==> config.mk <==
export PLATFORM = sky130hd
export DESIGN_NAME = disp_scan_ctrl
export DESIGN_NICKNAME = d
export VERILOG_FILES = /design/src/rtl/disp_pkg.sv /design/src/rtl/btn_debounce.sv /design/src/rtl/disp_scan_ctrl.sv
export SDC_FILE = /design/constraint.sdc
export NUM_CORES = 1
export LEC_CHECK = 0
export CAP_MARGIN = 10
export CORE_MARGIN = 4
export CORE_UTILIZATION = 53
export DETAILED_ROUTE_END_ITERATION = 7
export HOLD_SLACK_MARGIN = 0.1
export PLACE_DENSITY = 0.76
export SLEW_MARGIN = 0
export SYNTH_ARGS = -nofsm -noshare
export SYNTH_HDL_FRONTEND = slang
export SYNTH_HIERARCHICAL = 1
export SYNTH_SLANG_ARGS = --single-unit
export TNS_END_PERCENT = 10
==> constraint.sdc <==
create_clock -name Clk -period 1.8 [get_ports Clk]
set_input_delay 0.18 -clock Clk [delete_from_list [all_inputs] [get_ports Clk]]
set_output_delay 0.18 -clock Clk [all_outputs]
set_load 0.005 [all_outputs]
==> src/rtl/disp_pkg.sv <==
// Shared types and constants for the multiplexed seven-segment display controller.
package disp_pkg;

    typedef logic [1:0] digit_idx_t;

    localparam int         NUM_DIGITS       = 4;
    localparam logic [3:0] AN_OFF           = 4'b1111;

    localparam int         SCAN_DIV_DEF     = 4096;
    localparam int         DEB_CYCLES_DEF   = 8192;
    localparam int         BLINK_ROUNDS_DEF = 64;

    // Active-low one-cold enable for a single digit.
    function automatic logic [3:0] an_select(input digit_idx_t idx);
        return ~(4'b0001 << idx);
    endfunction

endpackage

==> src/rtl/btn_debounce.sv <==
// Push-button conditioner: 2-flop synchronizer, stable-level counter and a
// single-cycle pulse on each accepted press.
module btn_debounce
    import disp_pkg::*;
#(
    parameter int DEB_CYCLES = DEB_CYCLES_DEF
) (
    input  logic Clk,
    input  logic rst,
    input  logic raw,
    output logic pulse
);

    localparam int CW = (DEB_CYCLES > 1) ? $clog2(DEB_CYCLES) : 1;

    logic          sync0;
    logic          sync1;
    logic          level;
    logic [CW-1:0] cnt;
    logic          flip;

    assign flip  = (sync1 != level) && (cnt == CW'(DEB_CYCLES - 1));
    // Pulse coincides with the edge on which the debounced level rises.
    assign pulse = flip && !level;

    always_ff @(posedge Clk) begin
        if (rst) begin
            sync0 <= 1'b0;
            sync1 <= 1'b0;
            level <= 1'b0;
            cnt   <= '0;
        end else begin
            // NOTE: non-blocking assignments so every flop samples pre-edge values.
            sync0 <= raw;
            sync1 <= sync0;
            if (sync1 == level) begin
                cnt <= '0;
            end else if (flip) begin
                level <= ~level;
                cnt   <= '0;
            end else begin
                cnt <= cnt + CW'(1);
            end
        end
    end

endmodule

==> src/rtl/disp_scan_ctrl.sv <==
// Four-digit seven-segment scan controller with edit cursor, digit load and
// cursor-digit blinking.
module disp_scan_ctrl
    import disp_pkg::*;
#(
    parameter int SCAN_DIV     = SCAN_DIV_DEF,
    parameter int DEB_CYCLES   = DEB_CYCLES_DEF,
    parameter int BLINK_ROUNDS = BLINK_ROUNDS_DEF
) (
    input  logic       Clk,
    input  logic       rst,
    input  logic       btn_next,
    input  logic       btn_load,
    input  logic [3:0] sw,
    input  logic       blink_en,
    output logic [3:0] nibble,
    output logic [3:0] an,
    output logic [1:0] cursor
);

    localparam int TW = $clog2(SCAN_DIV);
    localparam int RW = (BLINK_ROUNDS > 1) ? $clog2(BLINK_ROUNDS) : 1;

    logic [3:0]    digit [NUM_DIGITS];
    digit_idx_t    idx;
    logic [TW-1:0] timer;
    logic [RW-1:0] round_cnt;
    logic          phase;
    logic          next_p;
    logic          load_p;
    logic [3:0]    an_next;

    btn_debounce #(.DEB_CYCLES(DEB_CYCLES)) u_deb_next (
        .Clk   (Clk),
        .rst   (rst),
        .raw   (btn_next),
        .pulse (next_p)
    );

    btn_debounce #(.DEB_CYCLES(DEB_CYCLES)) u_deb_load (
        .Clk   (Clk),
        .rst   (rst),
        .raw   (btn_load),
        .pulse (load_p)
    );

    always_comb begin
        // NOTE: default first so no path leaves an_next unassigned (no latch).
        an_next = an_select(idx);
        if (blink_en && !phase && (idx == digit_idx_t'(cursor))) begin
            an_next = AN_OFF;
        end
    end

    always_ff @(posedge Clk) begin
        if (rst) begin
            // NOTE: the digit store is cleared on reset, so it must stay in flops.
            for (int i = 0; i < NUM_DIGITS; i++) begin
                digit[i] <= 4'h0;
            end
            idx       <= '0;
            timer     <= '0;
            round_cnt <= '0;
            phase     <= 1'b1;
            cursor    <= '0;
            nibble    <= 4'h0;
            an        <= AN_OFF;
        end else begin
            if (timer == TW'(SCAN_DIV - 1)) begin
                timer <= '0;
                idx   <= idx + digit_idx_t'(1);
                if (idx == digit_idx_t'(NUM_DIGITS - 1)) begin
                    if (round_cnt == RW'(BLINK_ROUNDS - 1)) begin
                        round_cnt <= '0;
                        phase     <= ~phase;
                    end else begin
                        round_cnt <= round_cnt + RW'(1);
                    end
                end
            end else begin
                timer <= timer + TW'(1);
            end

            // A simultaneous load writes at the pre-increment cursor.
            if (load_p) begin
                digit[cursor] <= sw;
            end
            if (next_p) begin
                cursor <= cursor + 2'd1;
            end

            nibble <= digit[idx];
            an     <= an_next;
        end
    end

endmodule

Word-level counts from Yosys, hierarchy flattened

Memory sizes are Yosys's and may differ from the RTL's. A register that Yosys moved wholly into a read port is not among the register bits.
Cells that the tools add are included.

$add $sub $neg: 6
Multipliers: 0
Divide/modulo/power cells: 0
Order comparisons: 0
Equal/unequal tests: 10
Shift-type cells: 1
Multiplexer cells: 9
Bitwise operators: 6
Reductions and logical operators: 18

Operators by type and width:

| cell                                                              | count |
|---|---|
| 13-bit by 1-bit adder with 13-bit output, second input constant   | 2 |
| 13-bit equality test, second input constant                       | 2 |
| 12-bit by 1-bit adder with 12-bit output, second input constant   | 1 |
| 12-bit equality test, second input constant                       | 1 |
| 6-bit by 1-bit adder with 6-bit output, second input constant     | 1 |
| 6-bit equality test, second input constant                        | 1 |
| 1-bit logical AND                                                 | 6 |
| 1-bit 2-to-1 mux                                                  | 6 |
| 6-bit 2-to-1 mux                                                  | 1 |
| 2-bit AND reduction                                               | 3 |
| 3-bit OR reduction                                                | 2 |
| 1-bit NOT                                                         | 5 |
| 2-bit by 1-bit adder with 2-bit output, second input constant     | 2 |
| 4-bit 2-to-1 mux                                                  | 1 |
| 4-bit NOT                                                         | 1 |
| 2-bit OR reduction                                                | 2 |
| 4-bit OR reduction                                                | 1 |
| 1-bit by 2-bit left shift with 4-bit output, first input constant | 1 |
| 1-bit logical NOT                                                 | 3 |
| 3-bit AND reduction                                               | 1 |
| 1-bit equality test                                               | 2 |
| 2-bit equality test                                               | 1 |
| 2-bit equality test, second input constant                        | 1 |
| 2-bit 2-to-1 mux                                                  | 1 |
| 1-bit != test                                                     | 2 |

Flip-flop bits (word level): 59
Latch bits: 0
Memory bits (writable): 16
Memory bits (read-only): 0
Input port bits: 9
Output and inout bits: 10
Word-level logic and storage cells: 65
Memories kept: 1

Memory list:

| name  | depth | bits a word | rd ports | clocked after Yosys merged registers in | write ports | line                 | source |
|---|---|---|---|---|---|---|---|
| digit | 4     | 4           | 1        | 1                                       | 4           | disp_scan_ctrl.sv:24 | `logic [3:0] digit [NUM_DIGITS];` |

Longest topological paths before layout

Depth in word-level cells: 8
Mapped depth: 8

By module

The synthesis kept the hierarchy.

By module, submodules not included:

| module         | instances | cells each | area each (um^2) |
|---|---|---|---|
| disp_scan_ctrl | 1         | 193        | 2,009.4 |
| btn_debounce   | 2         | 75         | 716.9 |

Worst setup path before layout

OpenSTA, ideal clock, no wires.

Kind: reg-to-reg
Start point: register u_deb_load.cnt[0]
End point: memory digit[1][0], enable pin
Data arrival time: 1,587 ps
Data required time: 1,462 ps
Slack: -125 ps
Stages on the path, launching flop included: 7
Clock period less this slack: 1,925 ps
Cell sequence: dfxtp_1 > ha_1 > nand3_4 > nor4_4 > and3b_2 > inv_1 > o21bai_1

RTL lines:

| item                   | line                 | source |
|---|---|---|
| from (decl)            | btn_debounce.sv:19   | `logic [CW-1:0] cnt;` |
| from (signal assigned) | btn_debounce.sv:42   | `cnt <= cnt + CW'(1);` |
| to (decl)              | disp_scan_ctrl.sv:24 |  |

==> impl_metrics.toml <==
[clock_tree]
clk_latency_ns = 0.35
cts_made_buffers = 9
htree_levels = 3
cts_tree = "built"
clockBufferDepth = 2
clock_sinks = 79
clk_pin_slew_ns = 0.09
cts_setup_buffers = 0
root_buffer = "clkbuf_8"

[timing]
rsz0062_at_grt = "true"
relSlewSlack_pct = 71.22
finalCritPeriodShare_pct = 95.33
tightestPinTransition_ns = 0.4261
worst_slack_ns = 0.08403
finalMaxSlewViolations = 0
setup_viol = 0
final.min_clock_period_ns = 1.716
fmax_ghz = 0.5828
finalClockSkew_ns = 0.01210
hold_violations = 0
tns_ns = 0

[critical_path]
critPathKind = "flip-flop to flip-flop"
reg2reg_from = "u_deb_load/cnt[10]"
r2r_slack_ns = 0.08
worstSetupStartpointType = "flip-flop"
crit_fanout = 4
slowest_delay_ns = 0.37
end_kind = "flip-flop"
worstPathArrival_ns = 1.92
worstRegToRegCells = 7
cp_data_required_time_ns = 2.00
slowest_stage = "dfxtp_1"
r2r_end = "digit[0][3]"
path_cells = "nand3_1 > nor4_4 > and3b_2 > inv_1 > nor2_4 > nand2_1 > nor3_1"

[run_status]
status = "complete, no violations"

[global_routing]
grt_overflow = 0
grt_max_degree = 23
antenna_found_initial = 0
grt_pass1_vias = 2344
grt_pass1_wl_um = 10210
track_usage_pct = 17.06

[detailed_routing]
wirelength_um = 5933
firstDrtPassIters = 4
wl_per_cell_um = 12.93
via_count = 2419
remaining_drc_errors = 0
drt.antenna.violating_nets = 0
drt_iter0_markers = 116
vias_per_cell = 5.270

[floorplanning]
die_w_um = 88.60
die_y_um = 88.60
core-area_mm2 = 0.006314
num_rows = 29
die_area_mm2 = 0.007850
start_util_pct = 54.54
ioPinCount = 19

[synth]
yosys-top-cells-count = "dfxtp_1, nor2_1, nand2_1, xnor2_1, inv_1"
ys_warn_count = 6
synth_top_area_cell = "dfxtp_1"
synth_area_mm2 = 0.003443
synth.most_common_cell = "dfxtp_1"
postSynthAreaPerCell_um2 = 10.04
synthDistinctLibCells = 42
synthTopCellsByArea = "dfxtp_1, edfxtp_1, nor2_1"
syn_nets = 360
syn-instance-count = 343
async_flop_share_pct = 0
synthFlopType = "dfxtp_1"
ys_seq_elements = 79
yosys.area.top_type_share_pct = 36.63
synth_edf_count = 16
seq_area_frac_synth_pct = 50.58

[worst_hold_path]
hp-start = "btn_next"
hold_path_class = "primary input to flip-flop"
whs_endpoint = "u_deb_next/sync0"
holdPathStages = 2

[cells_and_area]
utilization_pct = 64.49
fill_cells = 487
final_nets = 394
syn_to_final_growth_pct = 18.24
antennaDiodeCount = 0
design_area_mm2 = 0.004071
final_layout_size_suffix_gt1_share_pct = 17.28

[placed_design]
numPortBuffers = 18
hpwl_um = 4239
dpl_cell_area_mm2 = 0.003809
dp_slack_ns = -0.07320
gp_congestion = 0.8047

[power_and_ir_drop]
vdd_drop_max_uv = 627.4
total_leakage_power_nw = 1.480
power.density_mw_per_mm2 = 831.9
power.total_w = 0.003387

[run]
drv_cap = 0
layout make-up:
cell class | instances | area (um2) | share of cell area, %
Sequential cell | 79 | 1749 | 42.96
Multi-Input combinational cell | 234 | 1622 | 39.83
Timing Repair Buffer | 34 | 312.8 | 7.683
Clock buffer | 10 | 127.6 | 3.135
Tap cell | 77 | 96.34 | 2.366
Clock inverter | 6 | 92.59 | 2.274
Inverter | 19 | 71.32 | 1.752
repair_timing:
action	in CTS	in global routing
hold buffers	0	0
pin swaps	0	0
setup endpoints to repair	2	37
gates resized for setup	2	11
how the worst max path moves through the flow:
stage	endpoint	slack, ns	cells past startpoint	from
after floorplan	digit[0][0]	0.11	8	u_deb_load/cnt[0]
after global placement	digit[0][0]	0.11	8	u_deb_load/cnt[1]
after detailed placement	digit[0][1]	-0.07	8	u_deb_load/cnt[1]
after CTS	digit[0][1]	0.005	8	u_deb_load/cnt[1]
after global routing	digit[0][2]	-0.06	7	u_deb_load/cnt[10]
final	digit[0][3]	0.08	7	u_deb_load/cnt[10]
critical path, delay by kind of cell (launching register included):
| family | cells | cell delay [ns] |
|---|---|---|
| and+or+nand+nor | 6 | 1.10 |
| DFF | 1 | 0.37 |
| buffers and inverters | 1 | 0.10 |
through the flow:
stage               std cells  hold WS (ns)
floorplan                 343        0.2516
global placement          443        0.4172
detailed placement        443        0.4292
CTS                       459        0.3797
global route              459        0.3780
finish                    459        0.3867
state kept, by name (all words and copies together) (netlist names):
register          cells
an                    4
cursor                2
digit                16
idx                   2
nibble                4
phase                 1
round_cnt             6
timer                12
u_deb_load/cnt       13
u_deb_load/level      1
u_deb_load/sync0      1
u_deb_load/sync1      1
u_deb_next/cnt       13
u_deb_next/level      1
u_deb_next/sync0      1
u_deb_next/sync1      1
where the power goes:
part	switching (W)	leakage (nW)	internal, W
Sequential	0.0000111	0.680	0.00183
Clock	0.000661	0.103	0.000788
Combinational	0.0000465	0.697	0.0000530
cell usage in the layout, fill, tap and decap left out, types with 3 or more instances in the layout:
| cell | instances |
|---|---|
| clkdlybuf4s50_1 | 18 |
| nor2_1 | 55 |
| nor2b_1 | 8 |
| nand3_1 | 14 |
| mux4_2 | 4 |
| a21oi_1 | 8 |
| and3_1 | 4 |
| buf_4 | 15 |
| nand2b_1 | 4 |
| nand4_1 | 6 |
| dfxtp_1 | 57 |
| nor3_1 | 15 |
| nand4_4 | 3 |
| ha_1 | 7 |
| inv_1 | 19 |
| xor2_1 | 11 |
| xnor2_1 | 24 |
| mux2i_1 | 3 |
| clkbuf_8 | 9 |
| nand2_1 | 23 |
| nor3_2 | 3 |
| nor4_1 | 6 |
| dfxtp_2 | 6 |
| edfxtp_1 | 16 |
| o21ai_0 | 4 |
cell families (layout without fill, tap and decap cells):
group | after synthesis | in the layout | share of synthesized area (%)
multiplexers | 9 | 9 | 4.361
XOR/XNOR | 35 | 35 | 8.903
adder cells (fa/ha/maj) | 8 | 8 | 2.907
AO/OA/AOI/OAI | 20 | 20 | 3.525
buffers and inverters | 30 | 69 | 3.706
flip-flops | 79 | 79 | 50.58
AND/OR/NAND/NOR | 162 | 162 | 26.02
routing by layer:
metal / track usage [%] / wire length [um]
met1: 21.20 / 2731
met3: 3.724 / 218
met2: 27.80 / 2855
met5: 0 / 0
met4: 8.929 / 127
Note: power is estimated with default switching activity, not from simulation.
